$ cat config.mk
export PLATFORM = sky130hd
export DESIGN_NAME = spi_clgen_mode
export DESIGN_NICKNAME = d
export VERILOG_FILES = /design/src/rtl/spi_clgen_mode_pkg.sv /design/src/rtl/spi_clk_prescaler.sv /design/src/rtl/spi_clgen_mode.sv
export SDC_FILE = /design/constraint.sdc
export NUM_CORES = 1
export LEC_CHECK = 0
export BUFFER_PORTS_ARGS = -buffer_cell sky130_fd_sc_hd__buf_2
export CAP_MARGIN = 20
export CORE_MARGIN = 8
export CORE_UTILIZATION = 55
export DETAILED_ROUTE_END_ITERATION = 8
export GPL_TIMING_DRIVEN = 0
export PLACE_DENSITY = 0.85
export SLEW_MARGIN = 20
export SYNTH_ARGS = -nofsm -noshare
export SYNTH_HDL_FRONTEND = slang
export SYNTH_SLANG_ARGS = --single-unit
export TNS_END_PERCENT = 20
$ cat constraint.sdc
create_clock -name wb_clk_in -period 4.65 [get_ports wb_clk_in]
set_input_delay 0.6975 -clock wb_clk_in [delete_from_list [all_inputs] [get_ports wb_clk_in]]
set_output_delay 0.6975 -clock wb_clk_in [all_outputs]
set_load 0.05 [all_outputs]
$ cat src/rtl/spi_clgen_mode_pkg.sv
// rtl/spi_clgen_mode_pkg.sv - shared defaults, mode encodings and strobe decode for the SPI clock generator
package spi_clgen_mode_pkg;

    localparam int SPI_DIVIDER_LEN   = 16;
    localparam int SPI_CHAR_LEN_BITS = 7;

    // Mode numbers are {cpol, cpha}.
    localparam logic [1:0] SPI_MODE0 = 2'b00;
    localparam logic [1:0] SPI_MODE1 = 2'b01;
    localparam logic [1:0] SPI_MODE2 = 2'b10;
    localparam logic [1:0] SPI_MODE3 = 2'b11;

    typedef enum logic {
        ST_IDLE = 1'b0,
        ST_RUN  = 1'b1
    } clg_state_t;

    typedef struct packed {
        logic drive;
        logic sample;
    } strobe_t;

    // Which shifter strobes accompany an sclk edge. With cpha=0 the first bit is
    // presented at accept time, so the final trailing edge carries no drive.
    function automatic strobe_t edge_strobes(input logic cpha,
                                             input logic leading,
                                             input logic final_edge);
        strobe_t s;
        s = '0;
        if (cpha) begin
            s.drive  = leading;
            s.sample = !leading;
        end else begin
            s.sample = leading;
            s.drive  = !leading && !final_edge;
        end
        return s;
    endfunction

endpackage

$ cat src/rtl/spi_clk_prescaler.sv
// rtl/spi_clk_prescaler.sv - reloadable down-counter producing one tick per sclk half-period
module spi_clk_prescaler
#(
    parameter int DIV_LEN = 16
) (
    input  logic               clk,
    input  logic               rst_n,
    input  logic               load,
    input  logic               run,
    input  logic [DIV_LEN-1:0] divider,
    output logic               edge_tick
);

    localparam logic [DIV_LEN-1:0] CNT_ONE = DIV_LEN'(1);

    logic [DIV_LEN-1:0] cnt;
    logic [DIV_LEN-1:0] div_q;

    // A tick is the cycle in which the half-period expires.
    assign edge_tick = run && (cnt == '0);

    // Hold the reload value taken at accept so later divider writes are ignored.
    always_ff @(posedge clk or negedge rst_n) begin
        if (!rst_n) begin
            div_q <= '0;
        end else if (load) begin
            div_q <= divider;
        end
    end

    // Count down each cycle while running; reload on expiry.
    always_ff @(posedge clk or negedge rst_n) begin
        if (!rst_n) begin
            cnt <= '0;
        end else if (load) begin
            cnt <= divider;
        end else if (run) begin
            if (cnt == '0) begin
                cnt <= div_q;
            end else begin
                cnt <= cnt - CNT_ONE;
            end
        end
    end

endmodule

$ cat src/rtl/spi_clgen_mode.sv
// rtl/spi_clgen_mode.sv - four-mode SPI serial clock generator with transfer control and shifter strobes
module spi_clgen_mode
    import spi_clgen_mode_pkg::*;
#(
    parameter int DIV_LEN = SPI_DIVIDER_LEN,
    parameter int LEN_W   = SPI_CHAR_LEN_BITS
) (
    input  logic               wb_clk_in,
    input  logic               wb_rst_n,
    input  logic               go,
    input  logic [DIV_LEN-1:0] divider,
    input  logic [LEN_W-1:0]   char_len,
    input  logic               cpol,
    input  logic               cpha,
    output logic               sclk_out,
    output logic               tip,
    output logic               last_clk,
    output logic               drive_stb,
    output logic               sample_stb,
    output logic               done
);

    // Edge numbers run to 2*2**LEN_W, one bit wider than the edge counter.
    localparam int EW = LEN_W + 2;
    localparam logic [EW-1:0] EDGE_ONE = EW'(1);

    clg_state_t       state;
    clg_state_t       state_next;
    logic [LEN_W:0]   edge_cnt;
    logic [LEN_W-1:0] len_q;
    logic             cpol_q;
    logic             cpha_q;
    logic             sclk_q;
    logic             last_q;
    logic             drive_q;
    logic             sample_q;
    logic             done_q;

    logic             edge_tick;
    logic             accept;
    logic             final_edge;
    logic             penult_edge;
    logic             leading;
    logic [EW-1:0]    edge_num;
    logic [EW-1:0]    total_edges;
    logic [EW-1:0]    total_m1;
    strobe_t          stb;

    spi_clk_prescaler #(
        .DIV_LEN (DIV_LEN)
    ) u_prescaler (
        .clk       (wb_clk_in),
        .rst_n     (wb_rst_n),
        .load      (accept),
        .run       (tip),
        .divider   (divider),
        .edge_tick (edge_tick)
    );

    assign tip        = (state == ST_RUN);
    assign sclk_out   = sclk_q;
    assign last_clk   = last_q;
    assign drive_stb  = drive_q;
    assign sample_stb = sample_q;
    assign done       = done_q;

    // char_len==0 encodes the full 2**LEN_W bits via the extra top bit.
    assign total_edges = {(len_q == '0), len_q, 1'b0};
    assign total_m1    = total_edges - EDGE_ONE;
    assign edge_num    = {1'b0, edge_cnt} + EDGE_ONE;
    assign leading     = ~edge_cnt[0];

    // Next state, accept decision and per-edge classification.
    always_comb begin
        state_next  = state;
        accept      = 1'b0;
        final_edge  = 1'b0;
        penult_edge = 1'b0;
        stb         = '0;
        case (state)
            ST_IDLE: begin
                if (go) begin
                    accept     = 1'b1;
                    state_next = ST_RUN;
                end
            end
            ST_RUN: begin
                if (edge_tick) begin
                    final_edge  = (edge_num == total_edges);
                    penult_edge = (edge_num == total_m1);
                    stb         = edge_strobes(cpha_q, leading, final_edge);
                    if (final_edge) begin
                        state_next = ST_IDLE;
                    end
                end
            end
            default: state_next = ST_IDLE;
        endcase
    end

    // Transfer state register.
    always_ff @(posedge wb_clk_in or negedge wb_rst_n) begin
        if (!wb_rst_n) begin
            state <= ST_IDLE;
        end else begin
            state <= state_next;
        end
    end

    // Freeze the transfer configuration at accept.
    always_ff @(posedge wb_clk_in or negedge wb_rst_n) begin
        if (!wb_rst_n) begin
            len_q  <= '0;
            cpol_q <= 1'b0;
            cpha_q <= 1'b0;
        end else if (accept) begin
            len_q  <= char_len;
            cpol_q <= cpol;
            cpha_q <= cpha;
        end
    end

    // Registered strobes; cpha=0 presents the first bit right after accept.
    always_ff @(posedge wb_clk_in or negedge wb_rst_n) begin
        if (!wb_rst_n) begin
            drive_q  <= 1'b0;
            sample_q <= 1'b0;
            done_q   <= 1'b0;
        end else begin
            drive_q  <= stb.drive | (accept & ~cpha);
            sample_q <= stb.sample;
            done_q   <= final_edge;
        end
    end

    // sclk level, edge counter and last-half-period flag.
    always_ff @(posedge wb_clk_in or negedge wb_rst_n) begin
        if (!wb_rst_n) begin
            sclk_q   <= 1'b0;
            edge_cnt <= '0;
            last_q   <= 1'b0;
        end else if (state == ST_IDLE) begin
            sclk_q   <= cpol;
            edge_cnt <= '0;
            last_q   <= 1'b0;
        end else if (edge_tick) begin
            edge_cnt <= edge_num[LEN_W:0];
            sclk_q   <= final_edge ? cpol_q : ~sclk_q;
            last_q   <= penult_edge;
        end
    end

endmodule

==> summary.md <==
| Metric | Value |
|---|---|
| Number of antenna repair diodes | 0 |
| Clock tree from TritonCTS | done |
| Category of the worst setup path launch point | flip-flop |
| Floorplan die height | 91.63 um |
| Setup Total Neg Slack | 0 ps |
| Synthesized area | 3146 um^2 |
| Synth Area in Compound Gates | 11.85% |
| Max-cap violation count | 0 |
| Post-layout net count | 385 |
| Fraction of synthesized cell area in xor and xnor cells | 9.745% |
| Syn-to-layout area delta | 11.97% |
| Post-placement setup slack | 2068 ps |
| CTS Root Buffer Type | sky130_fd_sc_hd__clkbuf_8 |
| Final WL | 7.144 mm |
| Area inside the core boundary | 5507 um^2 |
| Average size of a mapped cell | 10.05 um^2 |
| Share of Yosys cell area claimed by the top area cell type | 43.75% |
| Post-layout min period | 2582 ps |
| Hold violation count in the final report | 0 |
| Drt first pass iters | 4 |
| Die area | 8395 um^2 |
| Fraction of final layout cells sized beyond drive strength 1 | 20.62% |
| Final Cycle Share | 55.52% |
| Leading cell type in the layout, fill and taps excluded | sky130_fd_sc_hd__dfrtp_1 |
| DRC violation total after the first TritonRoute iteration | 121 |
| Later-pin clock latency in the skew report | 320 ps |
| Largest cells by area after synthesis | sky130_fd_sc_hd__dfrtp_1 44%, sky130_fd_sc_hd__mux2_2 7.9%, sky130_fd_sc_hd__xor2_1 5.3% |
| All-layer global routing usage | 17.52% |
| Cell chain of the critical path | nor4_4 > nand4_4 > nor3_2 > nand2_1 > nor4_1 > a32o_1 |
| Largest fanout on the critical path | 9 |
| Post-synthesis cell type with the largest combined area | sky130_fd_sc_hd__dfrtp_1 |
| Initial Util | 57.12% |
| Leakage | 1.537 nW |
| R2R depth | 6 |
| Cell with the biggest individual delay on the critical path | sky130_fd_sc_hd__nor3_2 |
| Residual antenna-violating net count after detailed routing | 0 |
| Arr. time, crit path | 2840 ps |
| Worst setup EP type | flip-flop |
| Number of cells produced by synthesis | 313 |
| Combinational family with the most area after synthesis | simple AND/OR/NAND/NOR gates |
| Number of DRC violations after detailed routing | 0 |
| Required time of the critical path | 4910 ps |
| Async SR Flop Fraction | 100.0% |
| Max-slew violations | 0 |
| Worst rel slew slack | 53.46% |
| Commonest cells after routing, fill and taps aside | 55 x sky130_fd_sc_hd__dfrtp_1, 35 x sky130_fd_sc_hd__buf_2, 33 x sky130_fd_sc_hd__nand2_1, 22 x sky130_fd_sc_hd__mux2_2, 20 x sky130_fd_sc_hd__nor2_1 |
| H-tree depth reported by CTS | 2 |
| Number of antenna violations at the first check in global routing | 0 |
| Via count | 2469 |
| Result of the run | finished, final reports clean |
| Adder and majority cell fraction of the synthesized area | 1.591% |
| First-pass GRT wire length | 12.20 mm |
| Routability congestion estimate | 0.8186 |
| Worst min-delay path category | in -> async |
| Half-perimeter wire length of the detailed placement result | 5.018 mm |
| Area share of and/or/nand/nor cells after synthesis | 17.50% |
| FMAX | 0.3873 GHz |
| Maximum ir drop on the vdd rail | 237.8 uV |
| Number of global-route vias before repair | 2599 |
| Most instantiated flip-flop cell in the synthesis netlist | sky130_fd_sc_hd__dfrtp_1 |
| Post-synth net total | 345 |
| Synth Warn # | 0 |
| Setup repair after global routing missed its margin | false |
| Overflow left after global routing | 0 |
| Filler Cells Inserted | 447 |
| Final setup skew | 11.93 ps |
| Sequential area share after synthesis | 43.75% |
| Average vias per placed instance | 5.796 |
| Post-cts gate resize count | 0 |
| Number of CTS-inserted buffers | 5 |
| Cell variety after synth | 48 |
| Worst Path Buf+Inv | 0 |
| Mux cell area share after synthesis | 12.33% |
| Pin count of the biggest net entering global routing | 56 |
| DIE WIDTH | 91.63 um |
| Routed wire length per instance | 16.77 um |
| Number of top-level design ports | 34 |
| Power per standard cell area | 384.3 nW/um^2 |
| WP depth | 6 |
| Final setup violation count | 0 |
| CP delay by family, top | simple AND/OR/NAND/NOR gates |
| Slew at the pin with the worst max-slew slack | 698.0 ps |
| Maximum count of clock buffers along a single path | 2 |
| Number of post-CTS setup repair buffers | 0 |
| Final Total Pwr | 1.353 mW |
| Final worst-path setup slack | 2068 ps |
| Row count | 27 |
| Number of clock sinks | 55 |
| Count of flip-flops with a built-in enable after synthesis | 0 |
| Clock edge transition at the registers on the reported setup and hold paths | 110 ps |
| Number of buffers inserted by port buffering | 33 |
| Post-synthesis register bit count | 55 |
| CTS Hold Bufs | 0 |
| Highest cell delay on the worst timing path | 570 ps |
| Critical path class | reg -> reg |
## worst reg2reg max path, cell delays in order (launching register included)
cell and delay (ps):
sky130_fd_sc_hd__dfrtp_1 480, sky130_fd_sc_hd__nor4_4 550, sky130_fd_sc_hd__nand4_4 190, sky130_fd_sc_hd__nor3_2 570, sky130_fd_sc_hd__nand2_1 220, sky130_fd_sc_hd__nor4_1 340
sky130_fd_sc_hd__a32o_1 170
## registers in the layout (all words and copies together), names as in the netlist
| signal | count |
|---|---|
| u_prescaler.cnt | 16 |
| u_prescaler.div_q | 16 |
| edge_cnt | 8 |
| len_q | 7 |
| cpha_q | 1 |
| cpol_q | 1 |
| done | 1 |
| drive_stb | 1 |
| last_clk | 1 |
| sample_stb | 1 |
| sclk_out | 1 |
| tip | 1 |
## stage by stage
stage / hold slack [ps] / utilization [%] / cell area [um^2] / instances
2_1_floorplan: 401.9 / - / 3146 / 313
3_3_place_gp: 484.5 / 61.76 / 3401 / 418
3_5_place_dp: 496.2 / 61.80 / 3403 / 418
4_1_cts: 436.1 / 63.96 / 3522 / 426
5_1_grt: 467.2 / 63.96 / 3522 / 426
6_report: 417.2 / 63.96 / 3522 / 426
## kinds of logic after synthesis
family                     Yosys count
buffers and inverters               24
muxes                               36
and+or+nand+nor                    105
adders and majority gates            4
DFF                                 55
AOI/OAI and AO/OA                   54
xor gates and xnor gates            35
## power breakdown
part,total (mW),switching (mW),internal [mW]
combinational,0.346,0.176,0.170
sequential,0.666,0.105,0.561
clock,0.341,0.174,0.166
## routing by layer
layer  GRT usage, %  vias to the layer above  part of all wire, %
met5              0                        -                    0
met4          6.548                        0                  1.9
met3          3.667                       13                  3.9
met2          30.85                       51                   51
met1          20.42                     1212                   43
li1               -                     1193                    -
## final cells by class
| cell class | count | area (um^2) | share of cell area (%) |
|---|---|---|---|
| Clock buffer | 5 | 68.82 | 1.954 |
| Clock inverter | 3 | 50.05 | 1.421 |
| Timing Repair Buffer | 33 | 167.7 | 4.760 |
| Tap cell | 72 | 90.09 | 2.558 |
| Multi-Input combinational cell | 234 | 1668 | 47.35 |
| Inverter | 7 | 26.28 | 0.7460 |
| Sequential cell | 55 | 1376 | 39.08 |
| Buffer | 17 | 75.07 | 2.131 |
## Yosys cell counts, types with 4 or more instances
master	number
sky130_fd_sc_hd__o211ai_1	13
sky130_fd_sc_hd__nand4_1	4
sky130_fd_sc_hd__mux2_2	22
sky130_fd_sc_hd__ha_1	4
sky130_fd_sc_hd__a21oi_1	5
sky130_fd_sc_hd__nand2_1	33
sky130_fd_sc_hd__xor2_1	19
sky130_fd_sc_hd__nand3_1	9
sky130_fd_sc_hd__dfrtp_1	55
sky130_fd_sc_hd__o21ai_0	19
sky130_fd_sc_hd__clkbuf_1	11
sky130_fd_sc_hd__inv_1	7
sky130_fd_sc_hd__nor3_1	11
sky130_fd_sc_hd__xnor2_1	16
sky130_fd_sc_hd__nor2_1	20
sky130_fd_sc_hd__mux2i_1	14
## path summary, 6_finish.rpt
check,start,to,slack [ps]
max,u_prescaler.cnt[2]$_DFFE_PN0P_,last_clk$_DFFE_PN0P_,2070
min in group wb_clk_in,u_prescaler.div_q[10]$_DFFE_PN0P_,u_prescaler.div_q[10]$_DFFE_PN0P_,520
min reg2reg,u_prescaler.div_q[10]$_DFFE_PN0P_,u_prescaler.div_q[10]$_DFFE_PN0P_,520
max reg2reg,u_prescaler.cnt[2]$_DFFE_PN0P_,last_clk$_DFFE_PN0P_,2070
min,wb_rst_n,len_q[1]$_DFFE_PN0P_,420
max in group asynchronous,wb_rst_n,edge_cnt[6]$_DFFE_PN0P_,3780
Note: power is estimated with default switching activity, not from simulation.
